--- src/rtl/control_pkg.sv ---
// Shared encodings for the multicycle control unit: opcodes, FSM states and
// the datapath mux encodings the control unit drives.
package control_pkg;

    // Opcode values of the 3-bit ISA (low bits of the IR opcode field).
    localparam logic [2:0] OP_ADD  = 3'b000;
    localparam logic [2:0] OP_SLI  = 3'b001;
    localparam logic [2:0] OP_J    = 3'b010;
    localparam logic [2:0] OP_JAL  = 3'b011;
    localparam logic [2:0] OP_LW   = 3'b100;
    localparam logic [2:0] OP_SW   = 3'b101;
    localparam logic [2:0] OP_BEQ  = 3'b110;
    localparam logic [2:0] OP_HALT = 3'b111;

    typedef enum logic [2:0] {
        FETCH  = 3'd0,
        DECODE = 3'd1,
        EXEC   = 3'd2,
        MEM    = 3'd3,
        WB     = 3'd4,
        HALT   = 3'd5
    } state_t;

    // PC source select.
    localparam logic [1:0] PC_SRC_INC  = 2'b00;
    localparam logic [1:0] PC_SRC_BR   = 2'b01;
    localparam logic [1:0] PC_SRC_JMP  = 2'b10;

    // ALU operation select.
    localparam logic [1:0] ALU_OP_ADD  = 2'b00;
    localparam logic [1:0] ALU_OP_SUB  = 2'b01;
    localparam logic [1:0] ALU_OP_SLI  = 2'b10;
    localparam logic [1:0] ALU_OP_ADDR = 2'b11;

    // Register-file destination select.
    localparam logic [1:0] REG_DST_RT  = 2'b00;
    localparam logic [1:0] REG_DST_RD  = 2'b01;
    localparam logic [1:0] REG_DST_RA  = 2'b10;

    // Register-file write-data select.
    localparam logic [1:0] MTR_ALU     = 2'b00;
    localparam logic [1:0] MTR_MEM     = 2'b01;
    localparam logic [1:0] MTR_PC      = 2'b10;

endpackage

--- src/rtl/op_decode.sv ---
// Combinational decode of the latched opcode into datapath selects and
// instruction-class flags; shared by the EXEC and WB output logic.
module op_decode
    import control_pkg::*;
(
    input  logic [2:0] i_op,
    output logic [1:0] o_alu_op,
    output logic       o_alu_src,
    output logic       o_sign_or_zero,
    output logic [1:0] o_reg_dst,
    output logic [1:0] o_mem_to_reg,
    output logic       o_is_mem,
    output logic       o_is_jump,
    output logic       o_is_branch
);

    // Per-opcode datapath settings; anything not named keeps its default.
    always_comb begin
        o_alu_op       = ALU_OP_ADD;
        o_alu_src      = 1'b0;
        o_sign_or_zero = 1'b1;
        o_reg_dst      = REG_DST_RT;
        o_mem_to_reg   = MTR_ALU;
        o_is_mem       = 1'b0;
        o_is_jump      = 1'b0;
        o_is_branch    = 1'b0;
        case (i_op)
            OP_ADD: begin
                o_reg_dst = REG_DST_RD;
            end
            OP_SLI: begin
                o_alu_op       = ALU_OP_SLI;
                o_alu_src      = 1'b1;
                o_sign_or_zero = 1'b0;
            end
            OP_J: begin
                o_is_jump = 1'b1;
            end
            OP_JAL: begin
                o_is_jump    = 1'b1;
                o_reg_dst    = REG_DST_RA;
                o_mem_to_reg = MTR_PC;
            end
            OP_LW: begin
                o_alu_op     = ALU_OP_ADDR;
                o_alu_src    = 1'b1;
                o_is_mem     = 1'b1;
                o_mem_to_reg = MTR_MEM;
            end
            OP_SW: begin
                o_alu_op  = ALU_OP_ADDR;
                o_alu_src = 1'b1;
                o_is_mem  = 1'b1;
            end
            OP_BEQ: begin
                o_alu_op    = ALU_OP_SUB;
                o_is_branch = 1'b1;
            end
            default: begin
            end
        endcase
    end

endmodule

--- src/rtl/multicycle_control.sv ---
// Multicycle control unit: FETCH/DECODE/EXEC/MEM/WB sequencer for the 3-bit
// opcode CPU with a single shared memory, memory timeout and status flags.
//
// Memory handshake: mem_req is raised in FETCH/MEM and held every cycle until
// the cycle in which mem_ready is seen high; that cycle completes the transfer.
// Only a timeout or reset withdraws a request before mem_ready.
module multicycle_control
    import control_pkg::*;
#(
    parameter int OPCODE_W    = 3,
    parameter int MEM_TIMEOUT = 16
) (
    input  logic                clk,
    input  logic                reset,
    input  logic [OPCODE_W-1:0] opcode,
    input  logic                zero,
    input  logic                mem_ready,
    output logic                mem_req,
    output logic                mem_we,
    output logic                iord,
    output logic                ir_write,
    output logic                pc_write,
    output logic [1:0]          pc_src,
    output logic                reg_write,
    output logic                alu_src,
    output logic                sign_or_zero,
    output logic [1:0]          reg_dst,
    output logic [1:0]          mem_to_reg,
    output logic [1:0]          alu_op,
    output logic [2:0]          state_o,
    output logic                halted,
    output logic                illegal_op,
    output logic                bus_error,
    output logic                retired
);

    localparam int CNT_W = (MEM_TIMEOUT > 0) ? $clog2(MEM_TIMEOUT + 1) : 1;
    localparam logic [CNT_W-1:0] TIMEOUT_VAL = CNT_W'(MEM_TIMEOUT);

    state_t           r_state;
    logic [2:0]       r_op_q;
    logic [CNT_W-1:0] r_wait_cnt;
    logic             r_halted;
    logic             r_illegal;
    logic             r_bus_error;

    logic [1:0] w_alu_op;
    logic       w_alu_src;
    logic       w_sign_or_zero;
    logic [1:0] w_reg_dst;
    logic [1:0] w_mem_to_reg;
    logic       w_is_mem;
    logic       w_is_jump;
    logic       w_is_branch;
    logic       w_is_sw;
    logic       w_mem_state;
    logic       w_timeout;
    logic       w_illegal;

    op_decode u_op_decode (
        .i_op           (r_op_q),
        .o_alu_op       (w_alu_op),
        .o_alu_src      (w_alu_src),
        .o_sign_or_zero (w_sign_or_zero),
        .o_reg_dst      (w_reg_dst),
        .o_mem_to_reg   (w_mem_to_reg),
        .o_is_mem       (w_is_mem),
        .o_is_jump      (w_is_jump),
        .o_is_branch    (w_is_branch)
    );

    assign w_is_sw     = (r_op_q == OP_SW);
    assign w_mem_state = (r_state == FETCH) || (r_state == MEM);
    // Timeout fires on the cycle the wait counter reaches the limit.
    assign w_timeout   = (MEM_TIMEOUT != 0) && w_mem_state && (r_wait_cnt == TIMEOUT_VAL);
    // Any opcode value beyond the 3-bit ISA is illegal (only possible when OPCODE_W > 3).
    assign w_illegal   = (32'(opcode) >= 32'd8);

    // State sequencing, opcode latch, wait counter and sticky flags.
    always_ff @(posedge clk) begin
        if (reset) begin
            r_state     <= FETCH;
            r_op_q      <= OP_ADD;
            r_wait_cnt  <= '0;
            r_halted    <= 1'b0;
            r_illegal   <= 1'b0;
            r_bus_error <= 1'b0;
        end else begin
            if ((MEM_TIMEOUT != 0) && w_mem_state && !mem_ready && !w_timeout)
                r_wait_cnt <= r_wait_cnt + CNT_W'(1);
            else
                r_wait_cnt <= '0;

            case (r_state)
                FETCH: begin
                    if (w_timeout) begin
                        r_state     <= HALT;
                        r_halted    <= 1'b1;
                        r_bus_error <= 1'b1;
                    end else if (mem_ready) begin
                        r_state <= DECODE;
                    end
                end
                DECODE: begin
                    r_op_q <= opcode[2:0];
                    if (w_illegal) begin
                        r_illegal <= 1'b1;
                        r_state   <= FETCH;
                    end else if (opcode[2:0] == OP_HALT) begin
                        r_halted <= 1'b1;
                        r_state  <= HALT;
                    end else begin
                        r_state <= EXEC;
                    end
                end
                EXEC: begin
                    if (w_is_mem)
                        r_state <= MEM;
                    else if (w_is_jump || w_is_branch)
                        r_state <= FETCH;
                    else
                        r_state <= WB;
                end
                MEM: begin
                    if (w_timeout) begin
                        r_state     <= HALT;
                        r_halted    <= 1'b1;
                        r_bus_error <= 1'b1;
                    end else if (mem_ready) begin
                        r_state <= w_is_sw ? FETCH : WB;
                    end
                end
                WB:      r_state <= FETCH;
                HALT:    r_state <= HALT;
                default: r_state <= FETCH;
            endcase
        end
    end

    // Per-state strobes; reset forces every output to its reset value at once.
    always_comb begin
        mem_req      = 1'b0;
        mem_we       = 1'b0;
        iord         = 1'b0;
        ir_write     = 1'b0;
        pc_write     = 1'b0;
        pc_src       = PC_SRC_INC;
        reg_write    = 1'b0;
        alu_src      = 1'b0;
        sign_or_zero = 1'b1;
        reg_dst      = REG_DST_RT;
        mem_to_reg   = MTR_ALU;
        alu_op       = ALU_OP_ADD;
        retired      = 1'b0;
        if (!reset) begin
            case (r_state)
                FETCH: begin
                    if (!w_timeout) begin
                        mem_req = 1'b1;
                        if (mem_ready) begin
                            ir_write = 1'b1;
                            pc_write = 1'b1;
                        end
                    end
                end
                DECODE: begin
                    retired = w_illegal;
                end
                EXEC: begin
                    alu_op       = w_alu_op;
                    alu_src      = w_alu_src;
                    sign_or_zero = w_sign_or_zero;
                    if (w_is_jump) begin
                        pc_write   = 1'b1;
                        pc_src     = PC_SRC_JMP;
                        reg_write  = (r_op_q == OP_JAL);
                        reg_dst    = w_reg_dst;
                        mem_to_reg = w_mem_to_reg;
                        retired    = 1'b1;
                    end else if (w_is_branch) begin
                        pc_write = zero;
                        pc_src   = PC_SRC_BR;
                        retired  = 1'b1;
                    end
                end
                MEM: begin
                    if (!w_timeout) begin
                        mem_req = 1'b1;
                        iord    = 1'b1;
                        mem_we  = w_is_sw;
                        retired = w_is_sw && mem_ready;
                    end
                end
                WB: begin
                    reg_write  = 1'b1;
                    reg_dst    = w_reg_dst;
                    mem_to_reg = w_mem_to_reg;
                    retired    = 1'b1;
                end
                default: begin
                end
            endcase
        end
    end

    assign state_o    = reset ? 3'(FETCH) : r_state;
    assign halted     = r_halted    && !reset;
    assign illegal_op = r_illegal   && !reset;
    assign bus_error  = r_bus_error && !reset;

endmodule
--- config.mk ---
export PLATFORM = sky130hd
export DESIGN_NAME = multicycle_control
export DESIGN_NICKNAME = d
export VERILOG_FILES = /design/src/rtl/control_pkg.sv /design/src/rtl/op_decode.sv /design/src/rtl/multicycle_control.sv
export SDC_FILE = /design/constraint.sdc
export NUM_CORES = 1
export LEC_CHECK = 0
export CORE_MARGIN = 3
export CORE_UTILIZATION = 40
export DETAILED_ROUTE_END_ITERATION = 12
export DONT_BUFFER_PORTS = 1
export PLACE_DENSITY_LB_ADDON = 0.15
export SYNTH_ARGS = -nofsm -noshare
export SYNTH_HDL_FRONTEND = slang
export SYNTH_HIERARCHICAL = 1
export SYNTH_SLANG_ARGS = --single-unit
--- constraint.sdc ---
create_clock -name clk -period 2.2 [get_ports clk]
set_input_delay 0.55 -clock clk [delete_from_list [all_inputs] [get_ports clk]]
set_output_delay 0.55 -clock clk [all_outputs]
set_load 0.01 [all_outputs]
======== Word-level counts from Yosys, hierarchy flattened ========
Index checks and enable logic that the tools add are counted.
storage, ports and cells
  flip-flop bits (word level) ............. 13
  input bits .............................. 7
  output and inout bits ................... 23
  logic and storage cells ................. 107
cells by class
  add/subtract/negate cells ............... 1
  eq/ne operators ......................... 17
  muxes and demuxes ....................... 61
  bitwise logic cells ..................... 1
  reduce and logical (&&, ||, !) cells .... 22
operator list
  kind                                                    count
  2-to-1 mux 1 bit                                        33
  2-to-1 mux 3 bit                                        9
  equality test 3 bit (second input constant)             6
  2-to-1 mux 2 bit                                        9
  one-hot mux 2 bit (2 select lines)                      4
  one-hot mux 3 bit (5 select lines)                      1
  equality test 3 x 2 -> 1 bit (second input constant)    4
  OR reduction 2 bit                                      4
  equality test 3 x 1 -> 1 bit (second input constant)    2
  logical AND 1 bit                                       6
  zero test 3 bit                                         2
  inequality test 3 bit (second input constant)           2
  one-hot mux 1 bit (2 select lines)                      3
  one-hot mux 2 bit (3 select lines)                      1
  adder 5 x 1 -> 5 bit (second input constant)            1
  equality test 5 bit (second input constant)             1
  AND reduction 2 bit                                     2
  zero test 1 bit                                         3
  one-hot mux 1 bit (3 select lines)                      1
  AND reduction 3 bit                                     1
  OR reduction 3 bit                                      1
  logical OR 1 bit                                        2
  inequality test 2 x 1 -> 1 bit (second input constant)  1
  inequality test 2 bit (second input constant)           1
  2 further kinds                                         2

======== Logic depth before layout (Yosys ltp) ========
Gate-level depths: netlist of run 1.
  depth in word-level cells ............... 7
  depth in mapped cells ................... 6
  depth with buffers taken out ............ 6

======== Cells and area by module ========
The synthesis of run 1 kept the hierarchy.
modules (own cells, without submodules)
  module              times used  cells each  area each (um^2)  seq. area each (um^2)
  multicycle_control  1           111         890.9             260.2
  op_decode           1           12          93.8              0.0

======== Worst setup path after synthesis of run 1 ========
Ideal clock, no wire load.
  path type ............................... input-to-output
  from .................................... input port reset
  to ...................................... output port retired
  data arrival time ....................... 1,538 ps
  required time ........................... 1,650 ps
  path slack .............................. 112 ps
  cell stages on the path ................. 4
  buffers on the path ..................... 0
  cell sequence ........................... and2b_1 nand2_1 nor4_2 a22o_1
between the ends
  longest elaborated chain between the ends .. 1
RTL lines
  item              line                       RTL
  from (decl)       multicycle_control.sv:14   input logic reset,
  2-to-1 mux 1 bit  multicycle_control.sv:155  if (!reset) begin
  to (decl)         multicycle_control.sv:34   output logic retired
Every way passes these cells.

======== Worst setup path after layout of run 1 ========
  from .................................... register r_op_q[0]
  to ...................................... output port retired
between the ends
  longest elaborated chain between the ends .. 6
  elaborated cells between the ends (all ways) .. 13
RTL lines
  item                                                                        line                                        RTL
  from (decl)                                                                 multicycle_control.sv:41                    logic [2:0] r_op_q;
  from (signal assigned)                                                      multicycle_control.sv:105                   r_op_q <= opcode[2:0];
  equality test 3 bit / equality test 3 x 2 -> 1 bit (equally long branches)  op_decode.sv:27                             case (i_op)
  2-to-1 mux 1 bit / OR reduction 2 bit (equally long branches)               --
  2-to-1 mux 1 bit (on tied branches)                                         multicycle_control.sv:180, op_decode.sv:27
  2-to-1 mux 1 bit                                                            multicycle_control.sv:173                   if (w_is_jump) begin
  one-hot mux 1 bit (3 select lines) *                                        multicycle_control.sv:156                   case (r_state)
  2-to-1 mux 1 bit *                                                          multicycle_control.sv:155
Mark *: on every way between the ends. The rest lies on a longest branch, timed or not.

==> results of run 1 <==
-- cell families (layout without fill, tap and decap cells) --
logic type | count (synthesis) | in the layout
flip-flops | 13 | 13
XOR/XNOR | 4 | 4
other | 1 | 1
multiplexers | 1 | 1
AND/OR/NAND/NOR | 65 | 65
buffers and inverters | 10 | 14
adder cells (fa/ha/maj) | 2 | 2
AO/OA/AOI/OAI | 27 | 27
-- power groups by stage --
stage | logic [mW] | registers, mW | clock network [mW]
finish | 0.250 | 0.318 | 0.144
global route | 0.282 | 0.325 | 0.162
CTS | 0.245 | 0.316 | 0.148
detailed placement | 0.243 | 0.320 | 0
global placement | 0.241 | 0.317 | 0
floorplan | 0.217 | 0.292 | 0
-- sequential cells by signal, indices dropped and copies added, names as in the netlist --
| register | cells |
|---|---|
| r_bus_error | 1 |
| r_halted | 1 |
| r_op_q | 3 |
| r_state | 3 |
| r_wait_cnt | 5 |
-- synthesized netlist by cell type, types with 2 or more instances --
master,instances,area [um2]
and3_1,4,25.0
a21boi_1,2,15.0
nand2_1,7,26.3
o21ba_2,2,20.0
and3b_2,2,20.0
o21ai_0,6,30.0
nor2_1,13,48.8
and2b_1,2,15.0
a22o_1,2,17.5
nand3b_1,2,15.0
nor3b_1,2,15.0
and2_1,7,43.8
nor3_1,5,25.0
nand3_1,4,20.0
buf_2,3,15.0
xor2_1,2,17.5
nor2b_1,5,31.3
buf_4,2,15.0
nand2b_1,5,31.3
dfxtp_1,13,260
a21oi_1,5,25.0
a21o_1,2,15.0
inv_1,3,11.3
o22ai_1,2,12.5
ha_1,2,25.0
-- through the flow --
| step | power, mW | hold WS (ps) |
|---|---|---|
| floorplan | 0.509 | 429 |
| global placement | 0.559 | 446 |
| detailed placement | 0.563 | 456 |
| CTS | 0.709 | 338 |
| global route | 0.769 | 318 |
| finish | 0.712 | 337 |
-- per-layer routing --
layer  vias up  share of wire (%)  track usage [%]  routed length (um)
met4         0                1.4             3.13                  29
met2        26                 47             22.6                 999
li1        438                  -                -                   -
met5         -                  0                0                   0
met1       404                 47             17.0                 991
met3         4                4.9             3.25                 104
-- what timing repair did --
action                                  CTS  global route
endpoints found under the setup margin    1             8
pin swaps                                 1             2
setup buffers                             0             1
resized for setup                         2             5
-- layout make-up --
type                            instances  area [um2]
Timing Repair Buffer                    7        52.6
Sequential cell                        13         265
Multi-Input combinational cell        100         692
Inverter                                3        11.3
Clock buffer                            4        26.3
Fill cell                             247        1190
Tap cell                               28        35.0
-- worst paths after layout --
check,endpoint,cells after the start,startpoint
min,r_op_q[1],1,reset
max reg2reg,r_state[0],6,r_wait_cnt[0]
min reg2reg,r_wait_cnt[0],1,r_wait_cnt[0]
max,retired,3,r_op_q[0]
==> impl_metrics.tcl, run 1 <==
set metrics [dict create \
    synth_xor_area_share_pct 4.32 \
    fin_setup_tns_ps 0 \
    finalInstanceArea_um2 1080 \
    stdcell_count 155 \
    power_leakage_nw 0.421 \
    cp-end-kind "primary output" \
    grt_start_max_net_pins 14 \
    yosys.area_share.simple_pct 41.0 \
    cp_slowest_cell "dfxtp_1" \
    clkPwrFrac_pct 20.2 \
    htree_levels 1 \
    die_w_um 55.6 \
    place_congestion 0.778 \
    cts.clk_slew.worst_paths_ps 80 \
    hold_violations 0 \
    syn_area_per_cell_um2 8.01 \
    area_growth_pct 9.91 \
    vias_per_cell 5.63 \
    insertion_delay_ps 260 \
    required_ps 1650 \
    hold_buffers 0 \
    netlist_area_um2 985 \
    antenna_found_initial 0 \
    p_comb_share_pct 35.1 \
    synthCells 123 \
    drv_slew 0 \
    clock_path_buffers 2 \
    drt-initial-drc-count 26 \
    crit_type "reg2out" \
    rsz0062_at_grt "false" \
    pwr-share-seq_pct 44.7 \
    ys_async_sr_fraction_pct 0 \
    cp_top_family "flip-flops" \
    synth_ff_type "dfxtp_1" \
    synthMuxAreaShare_pct 1.14 \
    post-route-util_pct 47.6 \
    cp_num_buf_inv 0 \
    dr.pass1.iters 4 \
    vias 872 \
    fmax_ghz 0.479 \
    synth_compound_area_share_pct 19.1 \
    crit_chain "nand3b_1, nor4_4, a22o_1" \
    dp.cells 150 \
    synth_nets 132 \
    ir_drop_v 0.000593 \
    cts_sinks 13 \
    pre_cts_ws_ps 254 \
    die_height_um 55.6 \
    p_sw_uw 265 \
    core_area_um2 2280 \
    synthDistinctLibCells 44 \
    synth_top_family_by_area "simple AND/OR/NAND/NOR gates" \
    yosysSeqAreaShare_pct 26.4 \
    period_share_pct 94.9 \
    final_common_cell "nor2_1" \
    drive_above_1_share_pct 19.7 \
    powerDensity_nw_per_um2 658 \
    ant_nets 0 \
    synth_edf_count 0 \
    yosys_warnings 6 \
    layout_common_cells "nor2_1 (13), dfxtp_1 (9), and2_1 (7), nand2_1 (7), buf_4 (7)" \
    worstSetupStartpointType "flip-flop" \
    io_buffers 0 \
    diodes 0 \
    setup_slack_ps 112 \
    internal-power_uw 447 \
    ioPinCount 30 \
    routed_wl_um 2130 \
    grt_pass1_vias 783 \
    track_usage_pct 13.4 \
    holdCritPathClass "in2reg" \
    netSwitchingFraction_pct 37.2 \
    finClkSkew_ps 2.92 \
    final_nets 137 \
    synthAdderAreaFrac_pct 2.54 \
    cts_tree "done" \
    setup_viol 0 \
    crit_fanout 11 \
    status "finished, final reports clean" \
    r2r_slack_ps 610 \
    grt_pass1_wl_um 3440 \
    slowest_delay_ps 520 \
    place_area_um2 1030 \
    drt-wirelength-per-cell_um 13.7 \
    numCtsBuffers 3 \
    cts_root_buffer "clkbuf_4" \
    rows 17 \
    cap_violations 0 \
    yosys_register_bits 13 \
    grt.overflow.total 0 \
    initial_utilization_pct 43.3 \
    drc 0 \
    arrival_ps 1540 \
    dieArea_um2 3090 \
    fin_crit_ps 2090 \
    hpwl_um 1610 \
]
Note: power is estimated with default switching activity, not from simulation.
==> run 2, diff against run 1 <==
- SYNTH_HIERARCHICAL: 1 -> not set
==> impl_metrics.tcl, run 2 <==
set metrics [dict create \
    status "complete, but fails checks" \
    violations "setup timing" \
    ioPinCount 30 \
    arrival_ps 1690 \
    synth_most_common_cell "nor2_1" \
    setup_viol 3 \
    yosys_register_bits 13 \
    final_nets 153 \
    hold_buffers 0 \
    drc 0 \
    clock_path_buffers 2 \
    insertion_delay_ps 280 \
    hpwl_um 1830 \
    diodes 0 \
    cts_root_buffer "clkbuf_4" \
    hold_violations 0 \
    rsz0062_at_grt "true" \
    power.total_uw 619 \
    yosysTopAreaCell "dfxtp_1" \
    yosysSeqAreaShare_pct 28.1 \
    synth_nets 138 \
    cts_sinks 13 \
    syn_area_per_cell_um2 7.19 \
    slowest_delay_ps 360 \
    yosys_warnings 0 \
    pre_cts_ws_ps 86.5 \
    cts_tree "done" \
    ant_nets 0 \
    netlist_area_um2 927 \
    fin_setup_tns_ps -69.1 \
    crit_type "reg2out" \
    cp_slowest_cell "or3_4" \
    period_share_pct 102 \
    setup_slack_ps -40.5 \
    pwr-share-seq_pct 43.0 \
    crit_fanout 4 \
    finClkSkew_ps 6.41 \
    dp.cells 163 \
    drt-initial-drc-count 18 \
    cap_violations 0 \
    hold_start "reset" \
    ff2ff_path_depth 7 \
    drt-wirelength-per-cell_um 14.4 \
    vias 968 \
    synth_edf_count 0 \
    routed_wl_um 2440 \
    drv_slew 0 \
    antenna_found_initial 0 \
    power_leakage_nw 0.441 \
    worstSetupStartpointType "flip-flop" \
    grt.overflow.total 0 \
    stdcell_count 170 \
    regMostFlops "r_wait_cnt" \
    synthCells 129 \
    area_growth_pct 23.3 \
    core_area_um2 2080 \
    cts.clk_slew.worst_paths_ps 80 \
    grt_start_max_net_pins 15 \
    synthDistinctLibCells 35 \
    holdCritPathClass "in2reg" \
    synth_ff_type "dfxtp_1" \
    timing.rr.end "r_state[0]" \
    htree_levels 1 \
    synthTopCellsByCount "nor2_1 (21), dfxtp_1 (13), nand2_1 (12)" \
    fillers 219 \
    grt_pass1_vias 836 \
    io_buffers 0 \
    worstHoldEndpoint "r_op_q[1]" \
    ir_drop_v 0.000322 \
    place_congestion 0.871 \
    fmax_ghz 0.446 \
    numCtsBuffers 3 \
    cp-end-kind "primary output" \
    internal-power_uw 403 \
    drive_above_1_share_pct 28.0 \
    ys_async_sr_fraction_pct 0 \
    synth_area_leaders "dfxtp_1 (28%), nor2_1 (8.5%), nor2b_1 (5.4%), nand2_1 (4.9%), clkbuf_1 (3.6%)" \
    dieArea_um2 2930 \
    dr.pass1.iters 4 \
    crit_chain "inv_2, ha_4, and4bb_4, or3_4, or2_4, inv_4" \
    synth_top_area_share_pct 28.1 \
    reg.largest.list "r_wait_cnt: 5 flops, r_op_q: 3 flops, r_state: 3 flops" \
    required_ps 1650 \
    netSwitchingFraction_pct 34.8 \
    grt_pass1_wl_um 3900 \
    reg2reg_from "r_wait_cnt[1]" \
    rows 16 \
    fin_crit_ps 2240 \
    largest_register_ff_count 5 \
    powerDensity_nw_per_um2 541 \
    die_height_um 54.1 \
    min_delay_path_depth 1 \
    vias_per_cell 5.69 \
    layout_common_cells "nor2_1 (19), buf_4 (19), nand2_1 (12)" \
    p_sw_uw 215 \
    cp_num_buf_inv 2 \
    track_usage_pct 18.1 \
    initial_utilization_pct 44.5 \
    cp_top_family "simple AND/OR/NAND/NOR gates" \
    r2r_slack_ps 510 \
    clkPwrFrac_pct 23.8 \
    p_comb_share_pct 33.2 \
    die_w_um 54.1 \
]
==> run 2: per-layer routing <==
metal / vias to the layer above / wire length (um) / GRT usage, %
li1: 476 / - / -
met1: 454 / 1190 / 25.6
met5: - / 0 / 0
met4: 0 / 3 / 2.49
met3: 2 / 195 / 6.65
met2: 36 / 1050 / 26.7
==> run 2: power by group through the flow <==
stage	registers, mW	clock network [mW]	logic (mW)
after floorplan	0.268	0	0.141
after global placement	0.269	0	0.184
after detailed placement	0.270	0	0.187
after CTS	0.266	0.149	0.202
after global routing	0.268	0.162	0.227
final	0.266	0.147	0.205
==> run 2: worst max-delay path by stage <==
stage | startpoint | endpoint | depth (start not counted)
after floorplan | reset | mem_to_reg[1] | 3
after global placement | r_wait_cnt[1] | iord | 6
after detailed placement | r_wait_cnt[1] | iord | 6
after CTS | r_wait_cnt[1] | iord | 6
after global routing | r_wait_cnt[1] | iord | 6
final | r_wait_cnt[1] | iord | 6
==> run 2: stage by stage <==
step | hold WS [ps] | util (%) | cell area (um2)
after floorplan | 430 | - | 927
after global placement | 448 | 50.3 | 1050
after detailed placement | 454 | 50.3 | 1050
after CTS | 324 | 54.5 | 1130
after global routing | 315 | 54.9 | 1140
final | 327 | 54.9 | 1140
==> run 2: cell type report <==
cell class              count  area, um2  share of cell area, %
clock inverters             1       5.00                  0.438
multi-input cells         100        641                   56.0
flip-flops and latches     13        263                   23.0
well taps                  27       33.8                   2.95
repair buffers             20        154                   13.5
clock buffers               3       22.5                   1.97
inverters                   6       25.0                   2.19
==> run 2: what timing repair did <==
| item | CTS | global route |
|---|---|---|
| endpoints found under the setup margin | 5 | 7 |
| pin swaps | 4 | 2 |
| setup buffers | 3 | 0 |
| resized for setup | 12 | 4 |
==> run 2: kinds of logic (layout without fill, tap and decap cells) <==
kind of cell,Yosys count,count (layout),synth area share (%)
xor+xnor,4,4,3.78
buf+inv,16,30,6.88
simple gates,69,69,39.5
flops,13,13,28.1
fa+ha+maj,2,2,2.70
compound gates,23,23,17.5
other cells,1,1,0.404
mux,1,1,1.08
==> run 2: worst register-to-register path, stage by stage (launching register included) <==
cell and delay [ps]:
dfxtp_2 340, inv_2 40, ha_4 150, and4bb_4 200
or3_4 360, or2_4 260, buf_4 140, o22ai_1 130
